==> src/rtl/freq_gate_counter.sv <==
`timescale 1ns/1ps
`default_nettype none
// +--------------------------------------------------------------------------+
// | Module      : freq_gate_counter                                          |
// | Description : Gated frequency counter. Counts rising edges of an         |
// |               asynchronous signal during each high window of a gate      |
// |               and publishes the result as packed BCD.                    |
// |                                                                          |
// | Parameters  : DIGITS   number of BCD digits in the result (1..8)         |
// |                                                                          |
// | Ports       : sys_clk  system clock, all state moves on its rising edge  |
// |               reset    asynchronous active-low reset                     |
// |               c_clk    gate, synchronous to sys_clk, high = window open  |
// |               sig_in   signal under test, asynchronous to sys_clk        |
// |               freq_bcd last completed count, digit 0 in bits [3:0]       |
// |               valid    one-cycle pulse when freq_bcd is updated          |
// |               ovf      last completed window saturated the BCD range     |
// |                                                                          |
// | Revision    : 1.0  initial release                                       |
// +--------------------------------------------------------------------------+
module freq_gate_counter #(
   parameter int DIGITS = 8
) (
   input  logic                  sys_clk,
   input  logic                  reset,
   input  logic                  c_clk,
   input  logic                  sig_in,
   output logic [4*DIGITS-1:0]   freq_bcd,
   output logic                  valid,
   output logic                  ovf
);

   localparam int W = 4 * DIGITS;

   localparam logic [1:0] ST_WAIT_LOW = 2'd0;
   localparam logic [1:0] ST_ARMED    = 2'd1;
   localparam logic [1:0] ST_COUNT    = 2'd2;

   // ------------------------------------------------------------------
   // Input conditioning
   // ------------------------------------------------------------------
   logic s1;
   logic s2;
   logic s3;
   logic gate_r;

   logic sig_rise;
   logic gate_rise;
   logic gate_fall;

   // s1/s2 resolve metastability on the asynchronous input; s3 is only a
   // history flop so the edge detect works on settled values.
   always_ff @(posedge sys_clk or negedge reset) begin
      if (!reset) begin
         s1     <= 1'b0;
         s2     <= 1'b0;
         s3     <= 1'b0;
         gate_r <= 1'b0;
      end else begin
         s1     <= sig_in;
         s2     <= s1;
         s3     <= s2;
         gate_r <= c_clk;
      end
   end

   assign sig_rise  = s2 & ~s3;
   // The gate is already synchronous, so its edges are taken against the
   // live input to avoid adding a cycle of window latency.
   assign gate_rise = c_clk & ~gate_r;
   assign gate_fall = ~c_clk & gate_r;

   // ------------------------------------------------------------------
   // BCD incrementer: ripple carry across digits
   // ------------------------------------------------------------------
   logic [1:0]    state;
   logic [W-1:0]  count;
   logic [W-1:0]  count_inc;
   logic [W-1:0]  count_next;
   logic          ovf_int;
   logic          ovf_next;
   logic          all_nines;
   logic [DIGITS:0] carry;

   // carry[0] is the +1 being added; carry[i+1] reaches digit i+1 only when
   // every digit below it is 9.
   assign carry[0] = 1'b1;

   generate
      for (genvar i = 0; i < DIGITS; i++) begin : g_digit
         logic [3:0] digit;
         assign digit = count[4*i +: 4];
         assign count_inc[4*i +: 4] = !carry[i]          ? digit :
                                      (digit == 4'd9)    ? 4'd0  :
                                                           digit + 4'd1;
         assign carry[i+1] = carry[i] & (digit == 4'd9);
      end
   endgenerate

   // A carry out of the top digit means the counter is all 9s; in that case
   // the count is frozen and the overflow flag records the lost edge.
   assign all_nines = carry[DIGITS];

   always_comb begin
      count_next = count;
      ovf_next   = ovf_int;
      if (sig_rise) begin
         if (all_nines) begin
            ovf_next = 1'b1;
         end else begin
            count_next = count_inc;
         end
      end
   end

   // ------------------------------------------------------------------
   // Window control and result registers
   // ------------------------------------------------------------------
   // WAIT_LOW exists so that a window already open when reset is released is
   // never measured: the gate must be seen low before arming.
   always_ff @(posedge sys_clk or negedge reset) begin
      if (!reset) begin
         state    <= ST_WAIT_LOW;
         count    <= '0;
         ovf_int  <= 1'b0;
         freq_bcd <= '0;
         ovf      <= 1'b0;
         valid    <= 1'b0;
      end else begin
         valid <= 1'b0;
         case (state)
            ST_WAIT_LOW: begin
               if (!c_clk) begin
                  state <= ST_ARMED;
               end
            end
            ST_ARMED: begin
               if (gate_rise) begin
                  state   <= ST_COUNT;
                  count   <= '0;
                  ovf_int <= 1'b0;
               end
            end
            ST_COUNT: begin
               count   <= count_next;
               ovf_int <= ovf_next;
               // Publish count_next rather than count so an edge landing in
               // the closing cycle is still included in the result.
               if (gate_fall) begin
                  state    <= ST_ARMED;
                  freq_bcd <= count_next;
                  ovf      <= ovf_next;
                  valid    <= 1'b1;
               end
            end
            default: begin
               state <= ST_WAIT_LOW;
            end
         endcase
      end
   end

endmodule
`default_nettype wire

==> config.mk <==
export PLATFORM = sky130hd
export DESIGN_NAME = freq_gate_counter
export DESIGN_NICKNAME = d
export VERILOG_FILES = /design/src/rtl/freq_gate_counter.sv
export SDC_FILE = /design/constraint.sdc
export NUM_CORES = 1
export LEC_CHECK = 0
export CORE_MARGIN = 8
export CORE_UTILIZATION = 49
export DETAILED_ROUTE_END_ITERATION = 16
export GPL_TIMING_DRIVEN = 1
export PLACE_DENSITY = 0.75
export SYNTH_ARGS = -nofsm -noshare
export SYNTH_HDL_FRONTEND = slang
export SYNTH_SLANG_ARGS = --single-unit
==> constraint.sdc <==
create_clock -name sys_clk -period 2.1 [get_ports sys_clk]
set_input_delay 0.63 -clock sys_clk [delete_from_list [all_inputs] [get_ports sys_clk]]
set_output_delay 0.63 -clock sys_clk [all_outputs]
set_load 0.005 [all_outputs]
==> results.json, run 1 <==
{
  "seq_area_frac_synth_pct": 44.8,
  "cts-root-buf": "clkbuf_8",
  "first_pass_iters": 5,
  "yosys_warnings": 0,
  "via_per_inst": 5.80,
  "dieArea_um2": 11500,
  "ys_ff_latch": 73,
  "antenna_found_initial": 0,
  "grt_pass1_vias": 3393,
  "worstSetupEndpointType": "flip-flop",
  "initial_core_util_pct": 50.1,
  "worst_pin_slew_ns": 0.563,
  "clock_path_buffers": 2,
  "avgSynthCellArea_um2": 9.35,
  "drt-initial-drc-count": 268,
  "post-place-ws_ns": -0.289,
  "core_um2": 8130,
  "dp.final_hpwl_um": 6980,
  "min_path_type": "primary input to async pin",
  "period_needed_ns": 2.01,
  "total_power_mw": 3.27,
  "setup_violations": 0,
  "path_max_fanout": 4,
  "nets": 515,
  "wl_per_cell_um": 15.8,
  "status": "finished, final reports clean",
  "grt_start_max_net_pins": 74,
  "finalWeightedCongestion": 0.865,
  "track_usage_pct": 17.9,
  "holdBufCountCts": 0,
  "clock_latency_ns": 0.35,
  "setup_ws_ns": 0.0855,
  "path_class": "flip-flop to flip-flop",
  "synthFlopType": "dfrtp_1",
  "worstSetupStartpointType": "flip-flop",
  "cts.sinks": 73,
  "max_freq_mhz": 496,
  "htree_levels": 3,
  "cp.required_ns": 2.33,
  "synthTopCellsByArea": "dfrtp_1 45%, o21ai_0 5.8%, nand2_1 4.9%, mux2i_1 3.2%, a21oi_1 3.1%",
  "maxSlewViolCount": 0,
  "numCtsBuffers": 9,
  "cts_tree": "done",
  "drive_gt1_share_pct": 19.0,
  "final_util_pct": 63.5,
  "reg2reg_from": "count[25]",
  "synth_top_area_cell": "dfrtp_1",
  "drc_errors": 0,
  "rsz0062_at_grt": "true",
  "r2r_cells": 5,
  "syn-num-nets": 440,
  "p_leak_nw": 2.15,
  "die_h_um": 107,
  "cts.clk_slew.worst_paths_ns": 0.08,
  "cp_data_arrival_time_ns": 2.25,
  "worstReg2RegEnd": "count[12]",
  "synthCells": 436,
  "synth-edff-count": 0,
  "async_flop_share_pct": 100,
  "fin_area_um2": 5160,
  "grt.overflow.total": 0,
  "peakVddDrop_v": 0.000460,
  "hold_violations": 0,
  "boundaryPins": 38,
  "num-fill-cells": 667,
  "ant_nets": 0,
  "syn-cell-area_um2": 4080,
  "drv_cap": 0,
  "io_buffer_count": 37,
  "syn_to_final_growth_pct": 26.6,
  "reg2reg_slack_ns": 0.09,
  "postPlaceCellArea_um2": 4900,
  "die_w_um": 107,
  "fin_crit_sh_pct": 95.9,
  "fin_hold_ws_ns": 0.316,
  "power_per_cell_area_nw_per_um2": 634,
  "fp-row-count": 33,
  "routed_wl_um": 9820,
  "via_count": 3593,
  "yosysTopAreaCellShare_pct": 44.8,
  "yosysUniqueCellTypes": 63,
  "n_antenna_cell": 0,
  "fin_skew_ns": 0.00885,
  "grt_pass1_wl_um": 16800,
  "slew_headroom_pct": 62.1
}
-- worst max-delay path, stage by stage (launching register included) --
cell	delay (ns)
dfrtp_1	0.41
nand4bb_1	0.29
nor4_2	0.61
a21boi_4	0.12
and2_1	0.20
mux2_2	0.26
-- timing repair --
action	CTS	global route
hold endpoints to repair	0	0
endpoints found under the setup margin	0	8
resized for setup	0	7
buffers inserted	0	0
-- how the worst max path moves through the flow --
| stage | from | to | slack (ns) |
|---|---|---|---|
| 2_1_floorplan | count[2] | count[31] | 0.17 |
| 3_3_place_gp | c_clk | count[11] | -0.25 |
| 3_5_place_dp | c_clk | count[11] | -0.29 |
| 4_1_cts | c_clk | count[11] | 0.07 |
| 5_1_grt | count[1] | freq_bcd[13] | -0.01 |
| 6_report | count[25] | count[12] | 0.09 |
-- where the power goes --
part           switching [mW]  leakage [nW]  internal (mW)
Combinational           0.233          1.06          0.311
Sequential             0.0841         0.985           1.53
Clock                   0.507         0.102          0.604
-- synth_stat cells (8+ instances only) --
cell and count:
xnor2_1 12, nor3_1 11, mux2i_1 13, nand2_1 53, o21ai_0 47, nand3_1 19
dfrtp_1 73, inv_1 14, clkbuf_1 15, nor2_1 22, a21oi_1 25, buf_2 8
-- routing by layer --
layer  track usage [%]  vias to the layer above  wire length [um]
met2              26.8                      110              4500
met3              4.08                       18               541
li1                  -                     1747                 -
met5                 0                        -                 0
met4              8.24                        0               219
met1              24.1                     1718              4560
-- through the flow --
stage / TNS, ns / std cells
after detailed placement: -4.88 / 605
after global routing: -0.0172 / 620
final: 0 / 620
after global placement: -4.19 / 605
after CTS: 0 / 620
after floorplan: 0 / 436
-- placed cells by master, fill, tap and decap left out, types with 12 or more instances in the layout --
cell,synthesis,final
mux2i_1,13,13
dfrtp_1,73,73
nand3_1,19,19
a21oi_1,25,25
nand2_1,53,53
clkdlybuf4s50_1,0,35
inv_1,14,14
nor2_1,22,22
buf_4,0,49
o21ai_0,47,47
xnor2_1,12,12
-- registers in the layout, summed over array words and instances, names as in the netlist --
register and cells:
count 32, freq_bcd 32, state 2, gate_r 1, ovf 1, ovf_int 1
s1 1, s2 1, s3 1, valid 1
-- kinds of logic after synthesis --
group | share of synthesized area, %
AO/OA/AOI/OAI | 18.4
multiplexers | 3.47
buffers and inverters | 4.14
flip-flops | 44.8
XOR/XNOR | 3.01
AND/OR/NAND/NOR | 26.2
-- final cells by class --
class	instances	area [um2]	area share (%)
clock buffer	12	155	3.01
clock inverter	3	40.0	0.776
inverter	14	52.6	1.02
multi-input combinational	323	2140	41.5
sequential	73	1830	35.4
tap	105	131	2.54
timing repair buffer	90	816	15.8
No activity file was read; power rests on OpenSTA's default activity.
==> inputs of run 2 (changes only) <==
--- a/config.mk
+++ b/config.mk
@@ -9,7 +9,7 @@
 export CORE_UTILIZATION = 49
 export DETAILED_ROUTE_END_ITERATION = 16
 export GPL_TIMING_DRIVEN = 1
-export PLACE_DENSITY = 0.75
+export PLACE_DENSITY = 0.77
 export SYNTH_ARGS = -nofsm -noshare
 export SYNTH_HDL_FRONTEND = slang
 export SYNTH_SLANG_ARGS = --single-unit
==> constraint.sdc (replaced) <==
create_clock -name sys_clk -period 2.1 [get_ports sys_clk]
set_input_delay 0.63 -clock sys_clk [delete_from_list [all_inputs] [get_ports sys_clk]]
set_output_delay 0.63 -clock sys_clk [all_outputs]
set_load 0.02 [all_outputs]
==> run 2 against run 1 <==
Against the previous run: hold slack lost 0.028 ns; design area shrank 0.15%; clock power is essentially flat; critical path type unchanged; global-route usage shrank 0.073 points.
==> results.json, run 2 (synthesis results as in run 1) <==
{
  "path_max_fanout": 11,
  "period_needed_ns": 2.05,
  "setup_ws_ns": 0.0467,
  "path_cells": "buf_4 -> and4bb_2 -> nand4_1 -> buf_4 -> o21ai_1 -> buf_4 -> nor2_1 -> a22o_1",
  "combPwrFrac_pct": 19.7,
  "slew_headroom_pct": 67.9,
  "via_per_inst": 5.82,
  "worst_pin_slew_ns": 0.478,
  "grt_start_max_net_pins": 74,
  "initial_core_util_pct": 50.1,
  "clock_latency_ns": 0.35,
  "final_cell_mix": "71 x dfrtp_1, 52 x nand2_1, 49 x buf_4",
  "fp-row-count": 33,
  "crit_buf_inv": 3,
  "critPathTopFamily": "buffers and inverters",
  "track_usage_pct": 17.9,
  "final_common_cell": "dfrtp_1",
  "cts_tree": "done",
  "p_leak_nw": 2.15,
  "fin_skew_ns": 0.00756,
  "reg2reg_slack_ns": 0.05,
  "htree_levels": 3,
  "drc_errors": 0,
  "dieArea_um2": 11500,
  "cp_data_arrival_time_ns": 2.29,
  "grt_pass1_vias": 3458,
  "rsz0062_at_grt": "true",
  "p_sw_share_pct": 28.8,
  "multi_input_area_um2": 2170,
  "power_per_cell_area_nw_per_um2": 659,
  "cpPeakStageDelay_ns": 0.41,
  "boundaryPins": 38,
  "wl_per_cell_um": 16.1,
  "syn_to_final_growth_pct": 26.5,
  "cts.clk_slew.worst_paths_ns": 0.08,
  "num-fill-cells": 660,
  "drive_gt1_share_pct": 20.0,
  "numCtsBuffers": 9,
  "max_freq_mhz": 487,
  "dp.final_hpwl_um": 6970,
  "cp_common_cell": "buf_4",
  "ant_nets": 0,
  "drv_cap": 0,
  "n_antenna_cell": 0,
  "first_pass_iters": 4,
  "die_w_um": 107,
  "p_int_mw": 2.42,
  "min_path_type": "primary input to async pin",
  "grt_pass1_wl_um": 16600,
  "finalWeightedCongestion": 0.885,
  "hold_violations": 0,
  "post-place-ws_ns": -0.305,
  "routed_wl_um": 9950,
  "grt.overflow.total": 0,
  "nets": 513,
  "postPlaceCellArea_um2": 4860,
  "setup_violations": 0,
  "cts.sinks": 73,
  "io_buffer_count": 37,
  "die_h_um": 107,
  "core_um2": 8130,
  "clock_path_buffers": 2,
  "worstSetupStartpointType": "flip-flop",
  "reg.largest.list": "count: 32 flops, freq_bcd: 32 flops, state: 2 flops",
  "power_frac_clock_pct": 32.8,
  "pwr-share-seq_pct": 47.6,
  "status": "finished, final reports clean",
  "cts-root-buf": "clkbuf_8",
  "via_count": 3602,
  "antenna_found_initial": 0,
  "fin_area_um2": 5150,
  "slowest_stage": "dfrtp_1",
  "holdBufCountCts": 0,
  "layout.area.seq_um2": 1830,
  "fin_crit_sh_pct": 97.8,
  "cp.required_ns": 2.33,
  "maxSlewViolCount": 0,
  "total_power_mw": 3.40,
  "worstSetupEndpointType": "flip-flop",
  "drt-initial-drc-count": 199,
  "fin_hold_ws_ns": 0.289,
  "tns_ns": 0,
  "path_class": "flip-flop to flip-flop",
  "peakVddDrop_v": 0.000390,
  "power.switching_uw": 979
}
run 2: cell count changes in the layout (fill, tap and decap cells not counted), moves of 2 or more:
cell        before  now
buf_12           4    2
dfrtp_2          0    2
dfrtp_1         73   71
clkinvlp_4       0    2
run 2: stage by stage:
stage | cells | util, %
finish | 619 | 63.4
global route | 619 | 63.4
CTS | 618 | 62.2
detailed placement | 602 | 59.7
global placement | 602 | 59.7
floorplan | 436 | -
run 2: layout make-up:
type,count,area share [%]
Clock buffer,11,2.74
Timing Repair Buffer,88,15.0
Tap cell,105,2.55
Sequential cell,73,35.5
Inverter,14,1.02
Clock inverter,5,1.07
Multi-Input combinational cell,323,42.1
run 2: worst paths after layout:
kind / from / endpoint / depth (start not counted)
max: count[25] / count[11] / 8
min: reset / freq_bcd[8] / 2
max reg2reg: count[25] / count[11] / 8
min reg2reg: s1 / s2 / 0
max in group asynchronous: reset / count[15] / 2
min in group sys_clk: s1 / s2 / 0
run 2: layer usage:
metal  track usage, %  share of wire [%]
met1             23.0                 45
met2             27.6                 47
met3             4.20                5.6
met4             8.84                2.1
met5                0                  0
run 2: what timing repair did:
action	CTS	global route
setup endpoints to repair	1	28
buffers inserted	0	1
resized for setup	1	17
pin swaps	0	3
run 2: power groups by stage:
stage,combinational [mW],clock [mW],sequential [mW]
finish,0.668,1.11,1.62
global route,0.727,1.19,1.63
global placement,0.663,0,1.64
detailed placement,0.671,0,1.64
CTS,0.676,1.14,1.61
floorplan,0.196,0,1.76
